### src/rtl/decoder32_regbank.sv
// 5-to-32 write decoder feeding a bank of 32 N-bit registers,
// with a one-register-per-cycle bulk-clear sweep and busy handshake.
module decoder32_regbank #(
  parameter int unsigned N        = 32,
  parameter bit          ZERO_REG = 1'b1
) (
  input  logic            clk,
  input  logic            rst,
  input  logic            wr_ena,
  input  logic [4:0]      wr_addr,
  input  logic [N-1:0]    wr_data,
  input  logic            clr_req,
  output logic            busy,
  output logic            wr_err,
  output logic [31:0]     wr_onehot,
  output logic [32*N-1:0] q_flat
);

  typedef enum logic {IDLE, CLEAR} state_e;

  state_e      state_q, state_d;
  logic [4:0]  cnt_q, cnt_d;
  logic        busy_q, busy_d;
  logic        wr_err_q, wr_err_d;
  logic [31:0] wr_onehot_q, wr_onehot_d;
  logic [N-1:0] regs_q [32];
  logic [N-1:0] regs_d [32];
  logic        wr_acc;

  always_ff @(posedge clk) begin
    if (rst) state_q <= IDLE;
    else     state_q <= state_d;
  end

  always_comb begin
    state_d = state_q;
    unique case (state_q)
      IDLE:  if (clr_req) state_d = CLEAR;
      CLEAR: if (cnt_q == 5'd31) state_d = IDLE;
    endcase
  end

  // busy_q tracks state_q, so gating writes on it blocks the whole sweep
  always_comb begin
    wr_acc      = wr_ena && !busy_q;
    busy_d      = (state_d == CLEAR);
    cnt_d       = (state_q == CLEAR) ? cnt_q + 5'd1 : 5'd0;
    wr_err_d    = wr_ena && busy_q;
    wr_onehot_d = wr_acc ? (32'd1 << wr_addr) : 32'd0;
    regs_d      = regs_q;
    if (wr_acc)            regs_d[wr_addr] = wr_data;
    if (state_q == CLEAR)  regs_d[cnt_q]   = '0;
    if (ZERO_REG)          regs_d[0]       = '0;
  end

  always_ff @(posedge clk) begin
    if (rst) begin
      cnt_q       <= 5'd0;
      busy_q      <= 1'b0;
      wr_err_q    <= 1'b0;
      wr_onehot_q <= 32'd0;
      for (int k = 0; k < 32; k++) regs_q[k] <= '0;
    end else begin
      cnt_q       <= cnt_d;
      busy_q      <= busy_d;
      wr_err_q    <= wr_err_d;
      wr_onehot_q <= wr_onehot_d;
      for (int k = 0; k < 32; k++) regs_q[k] <= regs_d[k];
    end
  end

  assign busy      = busy_q;
  assign wr_err    = wr_err_q;
  assign wr_onehot = wr_onehot_q;

  for (genvar k = 0; k < 32; k++) begin : g_flat
    assign q_flat[k*N +: N] = regs_q[k];
  end

endmodule

### config.mk
export PLATFORM = sky130hd
export DESIGN_NAME = decoder32_regbank
export DESIGN_NICKNAME = d
export VERILOG_FILES = /design/src/rtl/decoder32_regbank.sv
export SDC_FILE = /design/constraint.sdc
export NUM_CORES = 2
export LEC_CHECK = 0
export CAP_MARGIN = 10
export CELL_PAD_IN_SITES_DETAIL_PLACEMENT = 0
export CELL_PAD_IN_SITES_GLOBAL_PLACEMENT = 1
export CORE_AREA = 5 5 422 424
export CTS_CLUSTER_DIAMETER = 40
export DETAILED_ROUTE_END_ITERATION = 8
export DIE_AREA = 0 0 427 429
export DONT_BUFFER_PORTS = 1
export GPL_TIMING_DRIVEN = 0
export PLACE_DENSITY_LB_ADDON = 0.25
export SLEW_MARGIN = 5
export SYNTH_ARGS = -nofsm -noshare
export SYNTH_HDL_FRONTEND = slang
export SYNTH_SLANG_ARGS = --single-unit
### constraint.sdc
create_clock -name clk -period 5.2 [get_ports clk]
set_input_delay 1.56 -clock clk [delete_from_list [all_inputs] [get_ports clk]]
set_output_delay 1.56 -clock clk [all_outputs]
set_load 0.005 [all_outputs]
==> impl_metrics.env <==
export IMPL_rsz0062_at_grt="false"
export IMPL_worst_ep_required_time_ns=5.94
export IMPL_grt_pass1_wl_um=361500
export IMPL_pwr_share_seq_pct=35.2
export IMPL_dieArea_mm2=0.1832
export IMPL_grt_overflow_total=0
export IMPL_numCtsBuffers=194
export IMPL_clk_latency_ns=0.83
export IMPL_hold_path_class="reg -> reg"
export IMPL_syn_avg_cell_area_um2=8.141
export IMPL_clkTransAtPathRegs_ns=0.05
export IMPL_cts_num_sinks=1031
export IMPL_gp_congestion=0.8771
export IMPL_whs_path_depth=2
export IMPL_pwr_share_comb_pct=5.8
export IMPL_critPathMaxStageDelay_ns=0.82
export IMPL_max_slew_margin_pct=1.376
export IMPL_dr_total_vias=41110
export IMPL_wl_um=277100
export IMPL_timing_hold_ws_ns=0.4951
export IMPL_intPower_mw=16.81
export IMPL_crit_fanout=11
export IMPL_die_h_um=429
export IMPL_track_usage_pct=28.74
export IMPL_viasPerCell=5.413
export IMPL_htreeDepth=4
export IMPL_drc_errors=0
export IMPL_io_pins=1099
export IMPL_synth_edf_count=0
export IMPL_path_delay_family="buffers and inverters"
export IMPL_setup_viol=0
export IMPL_swShare_pct=26.29
export IMPL_fp_dieW_um=427
export IMPL_crit_top_cell="buf_2"
export IMPL_worstMarginPinSlew_ns=1.479
export IMPL_ys_seq_area_share_pct=52.67
export IMPL_setup_tns_ns=0
export IMPL_power_leakage_nw=15.90
export IMPL_slew_violations=0
export IMPL_crit_type="in -> reg"
export IMPL_period_needed_ns=3.433
export IMPL_hold_viol=0
export IMPL_ys_flop_type="dfxtp_1"
export IMPL_grt_max_degree=17
export IMPL_yosys_warnings=0
export IMPL_drive_above_1_share_pct=11.88
export IMPL_cp_arrival_ns=4.17
export IMPL_postCtsSetupBuffers=0
export IMPL_crit_path_end_kind="register"
export IMPL_pwr_density_cell_mw_per_mm2=457.3
export IMPL_slowest_stage="clkbuf_1"
export IMPL_max_freq_ghz=0.2913
export IMPL_final_common_cell="dfxtp_1"
export IMPL_max_clock_path_buffers=3
export IMPL_finalWorstSetupSlack_ns=1.767
export IMPL_finalCoreUtilization_pct=28.76
export IMPL_cp_cell_sequence="buf_2 > nor3b_1 > buf_2 > clkbuf_1 > nand3_1 > a21oi_1"
export IMPL_layout_common_cells="dfxtp_1 (1031), nand3_1 (999), a21oi_1 (992)"
export IMPL_io_buffers=0
export IMPL_path_buf_inv=3
export IMPL_antenna_found_initial=28
export IMPL_synth_cell_types=35
export IMPL_rows=153
export IMPL_grt_pass1_vias=37510
export IMPL_syn_inst=4814
export IMPL_nets=5126
export IMPL_cts_tree="done"
export IMPL_cts_hold_buf=0
export IMPL_rr_worst_depth=6
export IMPL_dr_pass1_iters=6
export IMPL_synth_seq_cells=1031
export IMPL_area_delta_synth_final_pct=27.28
export IMPL_fill_cells=18850
export IMPL_core_area_mm2=0.1734
export IMPL_cap_violations=0
export IMPL_synth_async_reset_ratio_pct=0
export IMPL_start_util_pct=22.60
export IMPL_wl_per_cell_um=36.49
export IMPL_clock_skew_final_ns=0.02905
export IMPL_finalCritPeriodShare_pct=66.01
export IMPL_finalPower_mw=22.81
export IMPL_crit_cells=6
export IMPL_syn_area_mm2=0.03919
export IMPL_drt_first_iter_violations=4553
export IMPL_switchingPower_mw=5.996
export IMPL_antenna_left=0
export IMPL_start_kind="input port"
export IMPL_p_clk_share_pct=59.0
export IMPL_outcome="completed"
export IMPL_post_cts_resized=0
export IMPL_ir_drop_mv=0.2588
export IMPL_dp_slack_ns=0.9362
export IMPL_dp_hpwl_um=208900
export IMPL_root_buffer="clkbuf_16"
[flip-flops by register name (all words and copies together) (netlist names)]
name	cells
cnt_q	5
busy	1
wr_err	1
wr_onehot	32
q_flat	992
[layout make-up]
cell class              count  area [um^2]  area share (%)
clock inverters           118         1619           3.246
inverters                   5        18.77         0.03763
repair buffers             39        595.6           1.194
flip-flops and latches   1031        20640           41.38
diodes                     25        62.56          0.1254
clock buffers             243         5289           10.60
well taps                2325         2909           5.832
plain buffers             675         2912           5.837
multi-input cells        3134        15830           31.74
[worst register-to-register path, cell delays in order, from the launching register on]
cell and delay, ns:
dfxtp_1 0.56, buf_4 0.25, nand4b_1 0.36, clkbuf_1 0.88, clkbuf_1 0.64, o21ai_0 0.17
a21oi_1 0.16
[synth_stat cells, types with 3 or more instances]
cell | count | area (um^2)
nor2_1 | 37 | 138.9
nand3b_1 | 9 | 67.56
and3b_1 | 3 | 26.28
nand3_1 | 999 | 5000
or3b_1 | 3 | 26.28
buf_1 | 21 | 78.83
a21oi_1 | 992 | 4965
inv_1 | 5 | 18.77
clkbuf_1 | 458 | 1719
o21ai_1 | 182 | 910.9
buf_4 | 34 | 255.2
nor3b_1 | 4 | 30.03
nand2_1 | 4 | 15.01
buf_2 | 162 | 810.8
and2_1 | 3 | 18.77
nand2b_1 | 4 | 25.02
o21ai_0 | 832 | 4164
dfxtp_1 | 1031 | 20640
o31ai_1 | 7 | 52.55
ha_1 | 5 | 62.56
[power groups by stage]
stage / clock network (mW) / registers (mW) / logic [mW]
finish: 13.5 / 8.02 / 1.33
detailed placement: 0 / 8.18 / 1.32
floorplan: 0 / 8.14 / 0.572
CTS: 13.6 / 8.02 / 1.33
global placement: 0 / 8.18 / 1.28
global route: 14.0 / 8.01 / 1.38
[cell families after synthesis]
| group | count (synthesis) | synth area share, % |
|---|---|---|
| buffers and inverters | 680 | 7.356 |
| AOI/OAI and AO/OA | 2015 | 25.80 |
| adders and majority gates | 5 | 0.1596 |
| other | 1 | 0.009569 |
| DFF | 1031 | 52.67 |
| muxes | 1 | 0.02554 |
| and+or+nand+nor | 1079 | 13.94 |
| xor gates and xnor gates | 2 | 0.04471 |
[worst paths after layout]
path | start | end | slack [ns]
min reg2reg | q_flat[304] | q_flat[304] | 0.50
max reg2reg | busy | q_flat[864] | 2.10
max | wr_addr[1] | q_flat[598] | 1.77
min | q_flat[304] | q_flat[304] | 0.50
[stage by stage]
| step | std cells | cell area (um^2) |
|---|---|---|
| 3_5_place_dp | 7208 | 42900 |
| 5_1_grt | 7581 | 49840 |
| 2_1_floorplan | 4845 | 39310 |
| 6_report | 7595 | 49880 |
| 3_3_place_gp | 7170 | 42210 |
| 4_1_cts | 7569 | 49810 |
[metal layers]
metal	track usage (%)	up-vias	wire length, um
met4	11.99	0	12720
li1	-	17760	-
met1	33.86	20640	105400
met5	0	-	0
met2	47.88	2262	132200
met3	9.406	443	26810
Note: power is estimated with default switching activity, not from simulation.
